==> config.mk <==
export PLATFORM = sky130hd
export DESIGN_NAME = signed_num_entry
export DESIGN_NICKNAME = d
export VERILOG_FILES = /design/src/rtl/calc_pkg.sv /design/src/rtl/dec_accum.sv /design/src/rtl/signed_num_entry.sv
export SDC_FILE = /design/constraint.sdc
export NUM_CORES = 1
export LEC_CHECK = 0
export CORE_MARGIN = 1
export CORE_UTILIZATION = 30
export DETAILED_ROUTE_END_ITERATION = 10
export PLACE_DENSITY = 0.45
export SETUP_SLACK_MARGIN = 0.2
export SLEW_MARGIN = 20
export SYNTH_ARGS = -nofsm -noshare
export SYNTH_HDL_FRONTEND = slang
export SYNTH_HIERARCHICAL = 1
export SYNTH_SLANG_ARGS = --single-unit
export TNS_END_PERCENT = 5
==> constraint.sdc <==
create_clock -name clk -period 5.46 [get_ports clk]
set_input_delay 1.092 -clock clk [delete_from_list [all_inputs] [get_ports clk]]
set_output_delay 1.092 -clock clk [all_outputs]
set_load 0.01 [all_outputs]
==> src/rtl/calc_pkg.sv <==
// Shared constants, key codes and FSM state encoding for the keypad number-entry path.
package calc_pkg;

  localparam int WIDTH = 25;
  localparam logic [WIDTH-1:0] MAX_MAG = WIDTH'((64'd1 << (WIDTH - 1)) - 64'd1);
  localparam logic [3:0] MAX_DIGITS = 4'd8;

  localparam logic [3:0] KEY_0     = 4'd0;
  localparam logic [3:0] KEY_9     = 4'd9;
  localparam logic [3:0] KEY_MINUS = 4'd10;
  localparam logic [3:0] KEY_CLEAR = 4'd11;
  localparam logic [3:0] KEY_ENTER = 4'd12;

  typedef enum logic [1:0] {
    S_IDLE  = 2'd0,
    S_ENTRY = 2'd1,
    S_CONV  = 2'd2,
    S_HOLD  = 2'd3
  } state_t;

  function automatic logic is_digit(input logic [3:0] code);
    return code <= KEY_9;
  endfunction

endpackage

==> src/rtl/dec_accum.sv <==
// Decimal shift-add accumulator: next = mag*10 + digit, with a range check against MAX_MAG.
module dec_accum
  import calc_pkg::*;
(
  input  logic [WIDTH-1:0] mag_i,
  input  logic [3:0]       digit_i,
  output logic [WIDTH-1:0] next_mag_o,
  output logic             range_fail_o
);

  logic [WIDTH+3:0] mag_ext;
  logic [WIDTH+3:0] next_wide;

  // Four guard bits hold mag*10+9 for any in-range magnitude.
  always_comb begin
    mag_ext      = {4'b0000, mag_i};
    next_wide    = (mag_ext << 3) + (mag_ext << 1) + {{WIDTH{1'b0}}, digit_i};
    next_mag_o   = next_wide[WIDTH-1:0];
    range_fail_o = next_wide > {4'b0000, MAX_MAG};
  end

endmodule

==> src/rtl/signed_num_entry.sv <==
// Keypad entry FSM: accumulates digits and sign, commits a two's-complement operand over valid/ready.
//
// state   | meaning
// S_IDLE  | magnitude 0, no significant digits yet; leading zeros dropped
// S_ENTRY | at least one significant digit entered
// S_CONV  | one cycle: sign/magnitude to two's complement
// S_HOLD  | out_valid high, waiting for out_ready
module signed_num_entry
  import calc_pkg::*;
(
  input  logic             clk,
  input  logic             rst_n,
  input  logic             key_valid,
  input  logic [3:0]       key_code,
  input  logic             out_ready,
  output logic [WIDTH-1:0] out_num,
  output logic             out_valid,
  output logic             busy,
  output logic [WIDTH-1:0] disp_abs,
  output logic             disp_neg,
  output logic             ovf,
  output logic [3:0]       digit_cnt
);

  localparam logic [WIDTH-1:0] ONE = {{(WIDTH-1){1'b0}}, 1'b1};

  state_t           state_q, state_d;
  logic [WIDTH-1:0] out_num_q, out_num_d;
  logic             out_valid_q, out_valid_d;
  logic             busy_q, busy_d;
  logic [WIDTH-1:0] disp_abs_q, disp_abs_d;
  logic             disp_neg_q, disp_neg_d;
  logic             ovf_q, ovf_d;
  logic [3:0]       digit_cnt_q, digit_cnt_d;

  logic [WIDTH-1:0] acc_next;
  logic             acc_fail;
  logic             key_take;

  dec_accum u_dec_accum (
    .mag_i        (disp_abs_q),
    .digit_i      (key_code),
    .next_mag_o   (acc_next),
    .range_fail_o (acc_fail)
  );

  always_comb begin
    state_d     = state_q;
    out_num_d   = out_num_q;
    out_valid_d = out_valid_q;
    busy_d      = busy_q;
    disp_abs_d  = disp_abs_q;
    disp_neg_d  = disp_neg_q;
    ovf_d       = ovf_q;
    digit_cnt_d = digit_cnt_q;
    key_take    = key_valid && !busy_q;

    case (state_q)
      S_IDLE: begin
        if (key_take) begin
          if (is_digit(key_code)) begin
            if (key_code != KEY_0) begin
              disp_abs_d  = {{(WIDTH-4){1'b0}}, key_code};
              digit_cnt_d = 4'd1;
              state_d     = S_ENTRY;
            end
          end else begin
            case (key_code)
              KEY_MINUS: disp_neg_d = ~disp_neg_q;
              KEY_CLEAR: begin
                disp_neg_d = 1'b0;
                ovf_d      = 1'b0;
              end
              KEY_ENTER: begin
                state_d = S_CONV;
                busy_d  = 1'b1;
              end
              default: ;
            endcase
          end
        end
      end

      S_ENTRY: begin
        if (key_take) begin
          if (is_digit(key_code)) begin
            if (digit_cnt_q == MAX_DIGITS || acc_fail) begin
              ovf_d = 1'b1;
            end else begin
              disp_abs_d  = acc_next;
              digit_cnt_d = digit_cnt_q + 4'd1;
            end
          end else begin
            case (key_code)
              KEY_MINUS: disp_neg_d = ~disp_neg_q;
              KEY_CLEAR: begin
                disp_abs_d  = '0;
                digit_cnt_d = 4'd0;
                disp_neg_d  = 1'b0;
                ovf_d       = 1'b0;
                state_d     = S_IDLE;
              end
              KEY_ENTER: begin
                state_d = S_CONV;
                busy_d  = 1'b1;
              end
              default: ;
            endcase
          end
        end
      end

      S_CONV: begin
        // Negating a zero magnitude yields zero, so "-0" normalises on its own.
        out_num_d   = disp_neg_q ? (~disp_abs_q + ONE) : disp_abs_q;
        out_valid_d = 1'b1;
        state_d     = S_HOLD;
      end

      S_HOLD: begin
        if (out_ready) begin
          out_valid_d = 1'b0;
          busy_d      = 1'b0;
          disp_abs_d  = '0;
          digit_cnt_d = 4'd0;
          disp_neg_d  = 1'b0;
          ovf_d       = 1'b0;
          state_d     = S_IDLE;
        end
      end

      default: begin
        state_d     = S_IDLE;
        out_valid_d = 1'b0;
        busy_d      = 1'b0;
      end
    endcase
  end

  always_ff @(posedge clk or negedge rst_n) begin
    if (!rst_n) begin
      state_q     <= S_IDLE;
      out_num_q   <= '0;
      out_valid_q <= 1'b0;
      busy_q      <= 1'b0;
      disp_abs_q  <= '0;
      disp_neg_q  <= 1'b0;
      ovf_q       <= 1'b0;
      digit_cnt_q <= 4'd0;
    end else begin
      state_q     <= state_d;
      out_num_q   <= out_num_d;
      out_valid_q <= out_valid_d;
      busy_q      <= busy_d;
      disp_abs_q  <= disp_abs_d;
      disp_neg_q  <= disp_neg_d;
      ovf_q       <= ovf_d;
      digit_cnt_q <= digit_cnt_d;
    end
  end

  assign out_num   = out_num_q;
  assign out_valid = out_valid_q;
  assign busy      = busy_q;
  assign disp_abs  = disp_abs_q;
  assign disp_neg  = disp_neg_q;
  assign ovf       = ovf_q;
  assign digit_cnt = digit_cnt_q;

endmodule

==> results of run 1 <==
==> repair_timing <==
item,4_1_cts,5_1_grt
setup buffers,0,3
setup endpoints to repair,0,9
hold buffers,0,0
==> logic make-up (layout without fill, tap and decap cells) <==
logic type | after synthesis | count (layout) | synth area share, %
and+or+nand+nor | 149 | 149 | 14.48
AOI/OAI and AO/OA | 135 | 135 | 19.06
buffers and inverters | 72 | 143 | 6.049
DFF | 60 | 60 | 30.37
adders and majority gates | 58 | 58 | 14.98
xor gates and xnor gates | 45 | 45 | 7.973
muxes | 34 | 34 | 7.087
==> state kept, by name, summed over array words and instances (netlist names) <==
name / flops
busy: 1
out_valid: 1
digit_cnt: 4
disp_abs: 25
ovf: 1
out_num: 25
disp_neg: 1
state_q: 2
==> per-layer routing <==
| layer | vias up | wire length, um |
|---|---|---|
| met3 | 15 | 668 |
| met1 | 1978 | 6303 |
| met5 | - | 0 |
| met4 | 0 | 208 |
| li1 | 2081 | - |
| met2 | 94 | 5943 |
==> final cells by class <==
class                           instances  area (sq um)  share of cell area (%)
Clock buffer                           14         254.0                   4.145
Multi-Input combinational cell        421          3156                   51.50
Timing Repair Buffer                   77         748.2                   12.21
Sequential cell                        60          1501                   24.50
Clock inverter                          2         10.01                  0.1634
Inverter                               50         187.7                   3.063
Tap cell                              216         270.3                   4.411
==> path summary, 6_finish.rpt <==
check | depth (start not counted) | slack, ps | endpoint | startpoint
max | 17 | 620 | disp_abs[11] | key_code[3]
min | 1 | 510 | out_num[24] | out_num[24]
max reg2reg | 17 | 1210 | disp_abs[11] | disp_abs[2]
min reg2reg | 1 | 510 | out_num[24] | out_num[24]
max in group asynchronous | 2 | 4010 | disp_abs[9] | rst_n
min in group asynchronous | 2 | 920 | out_num[23] | rst_n
==> worst max-delay path, delay by kind of cell <==
kind            cells  cell delay [ps]
compound gates      7             1670
buf+inv             4              970
fa+ha+maj           2              760
mux                 2              370
simple gates        2              220
==> power by group through the flow <==
stage | Clock, mW | Combinational, mW | Sequential [mW]
6_report | 0.526 | 2.23 | 0.851
5_1_grt | 0.559 | 2.48 | 0.884
4_1_cts | 0.542 | 2.21 | 0.855
3_5_place_dp | 0 | 2.18 | 0.858
3_3_place_gp | 0 | 2.20 | 0.858
2_1_floorplan | 0 | 1.45 | 0.851
==> cells in the final DEF (no fill, tap or decap), drive strengths merged, types with 4 or more instances in the layout <==
cell type      synthesis  layout
xor2                   8       8
o211ai                 5       5
a31oi                  6       6
o22ai                  6       6
mux2                   5       5
dfrtp                 60      60
buf                   11      13
a21oi                 46      46
nor3                   7       7
mux2i                 29      29
a21o                   7       7
nand2                 55      55
o21ai                 24      24
clkdlybuf4s50          0      64
nand4                  7       7
o31ai                  8       8
inv                   50      50
nor2b                  6       6
nand3                  6       6
nor2                  50      50
ha                    56      56
and2                   5       5
a211oi                 4       4
clkbuf                11      14
xnor2                 37      37
==> metrics.md, run 1 <==
| Metric | Value |
|---|---|
| Status | finished, final reports clean |
| Share of power burned in registers | 23.6% |
| Switching Share | 44.84% |
| Fin Hold WS | 512.1 ps |
| CTS buffer count | 9 |
| Clock slew at reported path FFs | about 50 ps |
| Yosys top cell by area | dfrtp_1 |
| Post-route ant nets | 0 |
| #FFs+latches synth | 60 |
| GRT Residual Overflow | 0 |
| Clock tree buffer depth | 2 |
| Max_slew headroom | 26.74% |
| Post-synth top cells | 60 x dfrtp_1, 56 x ha_1, 55 x nand2_1, 50 x inv_1, 48 x nor2_1 |
| Drt initial violations | ~200 |
| Top_reg_cell synth | dfrtp_1 |
| Setup slack after layout | just over 600 ps |
| Mapped cell area | 4943 sq um |
| Combinational Power Share | roughly 62% |
| Number of I/O pins | 66 |
| Pre-CTS WS | 15.51 ps |
| Critical path startpoint category | input port |
| Setup TNS | 0 ps |
| Syn_area_per_cell | 8.939 sq um |
| Psw | ~1.6 mW |
| CTS-repair resized insts | 0 |
| Library cells used by synthesis | 69 |
| Largest cells by area after synthesis | dfrtp_1 30%, ha_1 14%, xnor2_1 6.6% |
| Avg WL per Cell | 15.62 um |
| Pwr/cell area | 588.8 nW/um^2 |
| CTS HTree Levels | 3 |
| CTS sink count | 60 |
| Crit Path Class | in2reg |
| Drt drc | 0 |
| Core ar. | 16,000 sq um |
| Total Wirelength | between 10,000 and 15,000 um |
| Sequential fraction of the synthesis area | 30.37% |
| Clk pwr share | between 10 and 15% |
| P_int | 1.990 mW |
| Global Route Usage Sum | approximately 17% |
| Filler cells | 1,674 |
| Vias in the first global route | 4,099 |
| Chip width | 130.4 um |
| Height of the die | 130.4 um |
| First-pass GRT wire length | 21,520 um |
| Post-route insts no fill | 840 |
| Max-slew violation count | 0 |
| Net Count, Synth | 619 |
| Crit Path Max Fanout | 9 |
| HP Class | reg2reg |
| Final setup vio count | 0 |
| Post-DP Area | roughly 5800 sq um |
| CTS tree | done |
| Placed Cells | 821 |
| Number of max-cap violations | 0 |
| Clock root buffer | clkbuf_16 |
| Post-synthesis async set-or-reset flop share | 100.0% |
| DP HPWL | 9641 um |
| Share of layout cells above drive strength 1 | 7.853% |
| Crit path DAT | 5070 ps |
| Top-area cell type share of the netlist area | 30.37% |
| Clk Latency, worst-skew pair | 350 ps |
| IO buf count | 65 |
| Via density | ~5.0 |
| Area Overhead vs Synth | 23.94% |
| Pin count of the biggest net entering global routing | 61 |
| Layout Nets | 685 |
| Final period util | 88.60% |
| EDFF count, synth | 0 |
| Post-Layout Inst Area | 6127 sq um |
| GPL Wtd Cong | 0.7879 |
| Fmax | 206.7 MHz |
| GRT busiest layer | met2 |
| FP Rows | between 40 and 50 |
| Final Hold Fails | 0 |
| Critical Path Max Stage Delay | approximately 530 ps |
| Highest-delay cell along the critical path | fa_1 |
| Actual slew at the worst max-slew pin | 1099 ps |
| Via count | 4,168 |
| Worst vdd ir | 0.0002566 V |
| Yosys warns | 6 |
| Worst Setup End Kind | flop |
| Layout Skew | 9.072 ps |
| TritonRoute pass-1 iters | 4 |
| Initial antenna violation count | 0 |
| Pwr Total | 3.607 mW |
| Req. time, crit path | between 5000 and 6000 ps |
| # diodes | 0 |
| Met2 Usage GRT | between 20% and 30% |
| Starting Density | roughly 31% |
| Most common cell in the netlist | dfrtp_1 |
| M1 GR Usage | 21.81% |
| Final Critical Period | 4837 ps |
| Crit-path cells | clkdlybuf4s50_1 > inv_1 > fa_1 > fa_1 > nor2b_1 > o211ai_1 > a21oi_2 > o31a_1 > a311o_1 > a21oi_2 > mux2i_1 > nand4_1 > a31oi_1 > o211ai_1 > buf_4 > buf_4 > mux2i_1 |
| Die Footprint | 17,000 sq um |
| Met3 usage in global routing | 4.100% |
| Unrepaired setup endpoints after global routing | no |
| Core Util, Final | between 30% and 40% |
| Cells after Synth | ~550 |
| Lkg Pwr | 2.866 nW |
Power figures use the tool's default switching activity.
==> inputs of run 2 (changes only) <==
--- a/config.mk
+++ b/config.mk
@@ -7,6 +7,8 @@
 export LEC_CHECK = 0
 export CORE_MARGIN = 1
 export CORE_UTILIZATION = 30
+export CTS_CLUSTER_DIAMETER = 40
+export CTS_CLUSTER_SIZE = 28
 export DETAILED_ROUTE_END_ITERATION = 10
 export PLACE_DENSITY = 0.45
 export SETUP_SLACK_MARGIN = 0.2
==> results of run 2 <==
The final DEF is identical to that of run 1; final timing and power are the same.
==> inputs of run 3 (changes only) <==
--- a/config.mk
+++ b/config.mk
@@ -12,7 +12,6 @@
 export DETAILED_ROUTE_END_ITERATION = 10
 export PLACE_DENSITY = 0.45
 export SETUP_SLACK_MARGIN = 0.2
-export SLEW_MARGIN = 20
 export SYNTH_ARGS = -nofsm -noshare
 export SYNTH_HDL_FRONTEND = slang
 export SYNTH_HIERARCHICAL = 1
==> run 3 against run 2 <==
Largest power group unchanged. Highest routed layer unchanged. Final cell count unchanged. Critical endpoint is now disp_abs[6]. Largest cell class unchanged. First-iteration DRC count up 2.0%. Clock power about the same. Hold slack about the same. Sequential share of layout area about the same. Global-route usage unchanged. Worst setup slack better by 14 ps. Clock-buffer cell count unchanged. Final area down 0.16%. Critical path type unchanged. Combinational power about the same.
==> metrics.md, run 3 (synthesis gave the netlist of run 1 again) <==
| Metric | Value |
|---|---|
| Clock root buffer | clkbuf_16 |
| Vias in the first global route | 4,099 |
| Drt drc | 0 |
| Chip width | 130.4 um |
| Max-slew violation count | 0 |
| R2r setup slk | approximately 1200 ps |
| CTS sink count | 60 |
| Starting Density | 30.90% |
| CTS HTree Levels | 3 |
| Number of I/O pins | 66 |
| Drt initial violations | 203 |
| Worst R2R End | disp_abs[6] |
| Final Critical Period | 4824 ps |
| Clk Latency, worst-skew pair | approximately 350 ps |
| # diodes | 0 |
| Hold Path Sink | out_num[24] |
| Actual slew at the worst max-slew pin | 1103 ps |
| Filler cells | 1,675 |
| GRT Residual Overflow | 0 |
| Critical path startpoint category | input port |
| Pin count of the biggest net entering global routing | 61 |
| Initial antenna violation count | 0 |
| Fin Hold WS | 512.1 ps |
| Final setup vio count | 0 |
| CTS tree | done |
| Worst hold stages | 1 |
| FP Rows | 46 |
| Crit Path Class | in2reg |
| CTS buffer count | 9 |
| Final period util | 88.35% |
| CTS-repair resized insts | 0 |
| IO buf count | 65 |
| Crit path DAT | 5050 ps |
| Total Wirelength | 13,100 um |
| Hold_sp | out_num[24] |
| Status | finished, final reports clean |
| Pwr/cell area | 587.1 nW/um^2 |
| Layout Nets | 685 |
| Crit Path Max Fanout | 9 |
| Unrepaired setup endpoints after global routing | no |
| Most common cell after layout, fill and taps aside | clkdlybuf4s50_1 |
| Setup TNS | 0 ps |
| Fmax | 207.3 MHz |
| GPL Wtd Cong | 0.7879 |
| Final Hold Fails | 0 |
| Clock slew at reported path FFs | 50 ps |
| Via count | about 4,200 |
| Area Overhead vs Synth | 23.74% |
| Pwr Total | 3.591 mW |
| Height of the die | 130.4 um |
| Most frequent cells in the layout | 64 x clkdlybuf4s50_1, 60 x dfrtp_1, 55 x nand2_1, 55 x ha_1, 50 x inv_1 |
| Clock tree buffer depth | 2 |
| HP Class | reg2reg |
| Req. time, crit path | 5690 ps |
| Via density | 4.954 |
| Layout Skew | 6.561 ps |
| Reg2Reg Depth | 17 |
| Core Util, Final | 38.23% |
| Global Route Usage Sum | between 10% and 20% |
| TritonRoute pass-1 iters | 4 |
| Lkg Pwr | 2.865 nW |
| Avg WL per Cell | 15.60 um |
| Number of max-cap violations | 0 |
| Worst vdd ir | 0.0002569 V |
| DP HPWL | approximately 9600 um |
| Share of layout cells above drive strength 1 | 7.853% |
| Worst Setup End Kind | flop |
| Core ar. | around 16,000 sq um |
| Die Footprint | ~17,000 sq um |
| Post-route ant nets | 0 |
| First-pass GRT wire length | 21,520 um |
| Max_slew headroom | 26.45% |
| Worst r2r src | disp_abs[2] |
## run 3: repair_timing
| item | 4_1_cts | 5_1_grt |
|---|---|---|
| hold buffers | 0 | 0 |
| setup buffers | 0 | 3 |
| setup endpoints to repair | 0 | 9 |
## run 3: metrics by stage
step / setup WS [ps] / instance area (sq um) / instances
after floorplan: 1096 / 4943 / 553
after global placement: 166.6 / 5831 / 821
after detailed placement: 15.51 / 5831 / 821
after CTS: 382.0 / 6095 / 837
after global routing: 454.6 / 6117 / 840
final: 636.2 / 6117 / 840
## run 3: worst max path at each step
stage / start / to / slack, ps / cells past startpoint
2_1_floorplan: key_code[3] / disp_abs[2] / 1100 / 16
4_1_cts: key_code[3] / disp_abs[11] / 380 / 16
5_1_grt: key_code[3] / disp_abs[5] / 450 / 18
3_3_place_gp: key_code[3] / disp_abs[12] / 170 / 17
3_5_place_dp: key_code[3] / disp_abs[12] / 20 / 16
6_report: key_code[3] / disp_abs[6] / 640 / 18
## run 3: routing by layer
metal | vias up | wire length, um | part of all wire, % | global-route usage (%)
li1 | 2085 | - | - | -
met1 | 1970 | 6371 | 49 | 21.81
met2 | 88 | 5911 | 45 | 26.13
met3 | 18 | 588 | 4.5 | 4.100
met4 | 0 | 229 | 1.7 | 6.761
met5 | - | 0 | 0 | 0
## run 3: final cells by class
| class | instances | area, sq um | area share [%] |
|---|---|---|---|
| clock buffer | 14 | 254.0 | 4.152 |
| sequential | 60 | 1501 | 24.54 |
| clock inverter | 2 | 10.01 | 0.1636 |
| multi-input combinational | 421 | 3146 | 51.42 |
| tap | 216 | 270.3 | 4.418 |
| inverter | 50 | 187.7 | 3.068 |
| timing repair buffer | 77 | 748.2 | 12.23 |
## run 3: worst max-delay path: stages
cell and delay [ps]:
clkdlybuf4s50_1 500, inv_1 70, fa_1 350, inv_1 60
ha_1 260, nor2b_1 160, o211ai_1 260, a21oi_2 110
o31a_1 300, a311o_1 400, a21oi_2 230, mux2i_1 240
nand4_1 140, a31oi_1 240, o211ai_1 130, buf_4 190
buf_4 190, mux2i_1 130
## run 3: where the power goes
part           switching (mW)  internal, mW
Combinational            1.17          1.05
Clock                   0.208         0.318
Sequential              0.230         0.620
==> RTL change 1: new RTL, flow settings as in run 3 <==
Make the reset (`rst_n`) synchronous in one clocked block.
--- a/src/rtl/signed_num_entry.sv
+++ b/src/rtl/signed_num_entry.sv
@@ -137,7 +137,7 @@
     endcase
   end
 
-  always_ff @(posedge clk or negedge rst_n) begin
+  always_ff @(posedge clk) begin
     if (!rst_n) begin
       state_q     <= S_IDLE;
       out_num_q   <= '0;
Behaviour: differs if rst_n is asserted again (counterexample within 4 cycles, from zero or initial values and one cycle with rst_n low); with rst_n held inactive, the same outputs for 4 cycles.
==> RTL change 1 against run 3 <==
- the run now ends with DRC left
- worst setup slack lost 0.14 ns
- sequential cell count is the same
- final area shrank 7.4%
- wire length shrank 1.8%
- fmax shrank 2.9%
- synthesized cell count shrank 1.8%
- worst hold slack lost 0.062 ns
- area after synthesis shrank 8.4%
- register-to-register slack lost 0.07 ns
- critical endpoint is now disp_abs[6]
- highest routed layer unchanged
Power is not compared: it rests on default switching activity, and its combinational part moved more than twofold at a synthesized area within 25%.
==> RTL change 1: results (changes against run 3) <==
[run_status]
status = finished, violations left
violations = DRC

[yosys]
ys.flop_type = dfxtp_1
synth_commonest_cells = nand2_1, dfxtp_1, ha_1, o21ai_0, mux2i_1
synth.most_common_cell = nand2_1
synthMuxAreaShare = 0.0707  ; -0.000150
synth-adder-area-share = 0.152  ; +0.00265
syn_nets = 605  ; -2.3%
async_flop_share = 0  ; -1.00
synth_compound_area_frac = 0.218  ; +0.0274
synth.distinct_cells = 63  ; -8.7%
synthTopCellsByArea = dfxtp_1, ha_1, mux2i_1, nand2_1, xor2_1
synth-xor-area-share = 0.0870  ; +0.00729
ys_seq_area_frac = 0.265  ; -0.0385

[layout]
drive_above_1_share = 0.0708  ; -0.00769
nNetsFinal = 666  ; -2.8%

[sta]
finClkSkew_ns = 0.00851  ; +0.00194 ns
whs_ns = 0.451  ; -0.0615 ns
slew_headroom = 0.564  ; +0.299
hold_viol_final = 0  ; unchanged

[critical_path]
reg2reg_slack_ns = 1.15  ; -0.07 ns
worstRegToRegCells = 17  ; unchanged
cp_max_fo = 14  ; +5
r2r_end = disp_abs[6]
r2r_start = disp_abs[2]
critPathMaxStageDelay_ns = 0.54  ; +0.04 ns
crit_arrival_ns = 5.17  ; +0.12 ns
worst-setup-path-type = input port to register

[routing]
wl_um = 12900  ; -1.8%
drtPass1Iterations = 9  ; +5
drt_iter0_drc = 199  ; -2.0%
vias = 4069  ; -2.2%
route.detailed.drc = 6  ; +6

[place]
gp_congestion = 0.805  ; +2.1%
hpwl_um = 9610  ; -0.32%

[hold_path]
min_delay_worst_endpoint = out_num[24]
hold_depth = 2  ; +1
hold_path.startpoint = out_num[24]

[clocking]
cts_resized = 0  ; unchanged
clock_latency_ns = 0.33  ; -0.02 ns
cts_max_path_buffers = 2  ; unchanged
cts_inserted_buffers = 9  ; unchanged

[grt]
grt_pass1_vias = 4033  ; -1.6%
grt_pass1_wl_um = 21300  ; -0.90%
grt_max_degree = 50  ; -18%
globalRouteTotalUtil = 0.171  ; +0.00477

[floorplanning]
start_util = 0.309  ; +0.000334

[run]
maxCapViolations = 0  ; unchanged

[RTL change 1: changes by cell type in the layout (fill, tap and decap cells not counted), sizes merged, moves of 9 or more]
| cell | delta |
|---|---|
| xnor2 | -20 |
| nor2 | -18 |
| nand2 | +30 |
| dfxtp | +60 |
| a21oi | -17 |
| a211oi | +9 |
| inv | -24 |
| xor2 | +20 |
| dfrtp | -60 |
| o21ai | +13 |
[RTL change 1: power breakdown]
group	internal, mW	leakage, nW	total, mW	switching [mW]
clock	0.337	0.140	0.529	0.193
sequential	0.446	0.485	0.460	0.0136
combinational	0.0596	1.84	0.145	0.0854
[RTL change 1: cell type report]
| class | count | area (µm²) |
|---|---|---|
| inverter | 27 | 101 |
| fill | 1524 | 8980 |
| timing repair buffer | 74 | 718 |
| sequential | 60 | 1200 |
| tap | 184 | 230 |
| multi-input combinational | 432 | 3130 |
| clock buffer | 12 | 267 |
| clock inverter | 2 | 10.0 |
[RTL change 1: per-stage QoR]
step	instances	power, mW	instance area [µm²]	worst slack, ns	utilization
after floorplan	543	0.562	4530	0.993	-
after global placement	777	0.613	5390	0.267	0.368
after detailed placement	777	0.614	5390	0.153	0.368
after CTS	791	1.15	5660	0.491	0.387
after global routing	791	1.18	5660	0.220	0.387
final	791	1.13	5660	0.492	0.387
[RTL change 1: metal layers]
layer | GRT usage | vias up | part of all wire
li1 | - | 2063 | -
met1 | 0.240 | 1927 | 0.52
met2 | 0.272 | 68 | 0.44
met3 | 0.0249 | 11 | 0.030
met4 | 0.0473 | 0 | 0.012
met5 | 0 | - | 0
==> RTL change 2: new RTL, flow settings as in run 3 <==
Without the edit above. Change the package constant `WIDTH` from 25 to 27.
--- a/src/rtl/calc_pkg.sv
+++ b/src/rtl/calc_pkg.sv
@@ -1,7 +1,7 @@
 // Shared constants, key codes and FSM state encoding for the keypad number-entry path.
 package calc_pkg;
 
-  localparam int WIDTH = 25;
+  localparam int WIDTH = 27;
   localparam logic [WIDTH-1:0] MAX_MAG = WIDTH'((64'd1 << (WIDTH - 1)) - 64'd1);
   localparam logic [3:0] MAX_DIGITS = 4'd8;
 
Ports: changed (resized disp_abs and out_num); port bits go from 66 to 70. The function was not compared with the original's and may differ.
==> RTL change 2 against run 3 <==
- worst setup slack lost 0.23 ns
- via count grew 12%
- wire length grew 20%
- sequential cell count grew 4
- area after synthesis grew 8.8%
- power shrank 1.2%
- final area grew 9.0%
- sequential share of layout area shrank 0.52 points
- fmax shrank 4.5%
- count of clock-buffer cells in the layout is the same
- critical endpoint is now disp_abs[2]
==> RTL change 2: results (changes against run 3) <==
[run_status]
status = complete, no violations

[sta]
slew_headroom = 0.273  ; +0.00831
whs_ns = 0.509  ; -0.00320 ns
fmax_mhz = 198  ; -4.5%
finClkSkew_ns = 0.0105  ; +0.00389 ns

[hold_path]
min_delay_worst_endpoint = out_num[0]
hold_depth = 1  ; unchanged
hold_path.startpoint = out_num[0]

[routing]
wl_met1_um = 7270  ; +14%
drtPass1Iterations = 5  ; +1
vias = 4667  ; +12%
wl_met2_um = 7510  ; +27%
wl_um = 15700  ; +20%
drt_iter0_drc = 239  ; +18%
wl_met3_um = 720  ; +22%

[place]
gp_congestion = 0.868  ; +10%
dp.cells = 880  ; +7.2%
hpwl_um = 12000  ; +25%
placed_area_um2 = 6310  ; +8.3%
port_buffers = 69  ; +6.2%
dp_slack_ns = -0.0351  ; -0.0506 ns

[yosys]
async_flop_share = 1.00  ; unchanged
avgSynthCellArea_um2 = 8.98  ; +0.45%
ys_seq_area_frac = 0.298  ; -0.00598
synth.distinct_cells = 70  ; +1.4%
syn_nets = 669  ; +8.1%
synth_commonest_cells = dfrtp_1, ha_1, nand2_1, a21oi_1, inv_1
synthTopCellsByArea = dfrtp_1, ha_1, xnor2_1, mux2i_1, a21oi_1

[clocking]
clock_latency_ns = 0.34
clock-root-buffer = clkbuf_16
postCtsSetupBuffers = 0  ; unchanged
cts_inserted_buffers = 9  ; unchanged

[layout]
nNetsFinal = 738  ; +7.7%
fill_cells = 1798  ; +7.3%
antennaDiodeCount = 0  ; unchanged
drive_above_1_share = 0.0802  ; +0.00171
finalNonFillerCells = 898  ; +6.9%

[critical_path]
cp_max_fo = 4  ; -5
reg2reg_slack_ns = 0.98  ; -0.24 ns
crit_arrival_ns = 5.27  ; +0.22 ns
cp-startpoint = key_code[3]
worstRegToRegCells = 16  ; -1
cp-endpoint = disp_abs[2]

[grt]
grt_pass1_vias = 4802  ; +17%
grt_max_degree = 65  ; +6.6%
grt_pass1_wl_um = 25600  ; +19%
globalRouteTotalUtil = 0.180  ; +0.0136

[power]
power.density_nw_per_um2 = 532  ; -9.3%
leakage_nw = 3.16  ; +10%
irDropWorstVdd_mv = 0.212  ; -18%

RTL change 2: cell types whose count changed after synthesis, moves of 4 or more:
cell,before,now
o21ai_0,22,14
nand4_1,6,12
a21o_1,7,13
dfrtp_1,60,64
ha_1,56,60
a21oi_1,44,54
nor2_1,48,44
a31oi_1,4,8
nand2_1,55,60
nand3_1,6,13
RTL change 2: worst max-delay path: stages:
cell and delay (ns):
clkdlybuf4s50_1 0.50, inv_1 0.07, fa_2 0.45, fa_2 0.42, nand2b_1 0.18, a21o_1 0.20, a21o_1 0.20, or3b_1 0.43
a21o_1 0.21, a22o_1 0.24, nand4_1 0.08, nand4bb_1 0.15, inv_1 0.09, o21a_1 0.12, o211ai_1 0.29, buf_4 0.22
mux2_1 0.33
RTL change 2: metal layers:
layer  global-route usage  vias up
li1                     -     2280
met1                0.235     2263
met2                0.299      110
met3               0.0425       14
met4               0.0407        0
met5                    0        -
RTL change 2: cell type report:
| cell class | instances | share of cell area |
|---|---|---|
| tap | 225 | 0.0422 |
| multi-input combinational | 464 | 0.524 |
| sequential | 64 | 0.240 |
| inverter | 49 | 0.0276 |
| timing repair buffer | 80 | 0.118 |
| clock buffer | 14 | 0.0426 |
| clock inverter | 2 | 0.00526 |
RTL change 2: power breakdown:
group	switching, mW	total, mW	internal, mW
combinational	1.09	2.08	0.983
sequential	0.205	0.853	0.647
clock	0.217	0.620	0.403
total	1.52	3.55	2.03
RTL change 2: kinds of logic after synthesis:
| kind of cell | Yosys count | share of synthesized area |
|---|---|---|
| and+or+nand+nor | 168 | 0.158 |
| AOI/OAI and AO/OA | 150 | 0.195 |
| buffers and inverters | 71 | 0.0554 |
| DFF | 64 | 0.298 |
| adders and majority gates | 62 | 0.147 |
| xor gates and xnor gates | 48 | 0.0782 |
| muxes | 36 | 0.0682 |
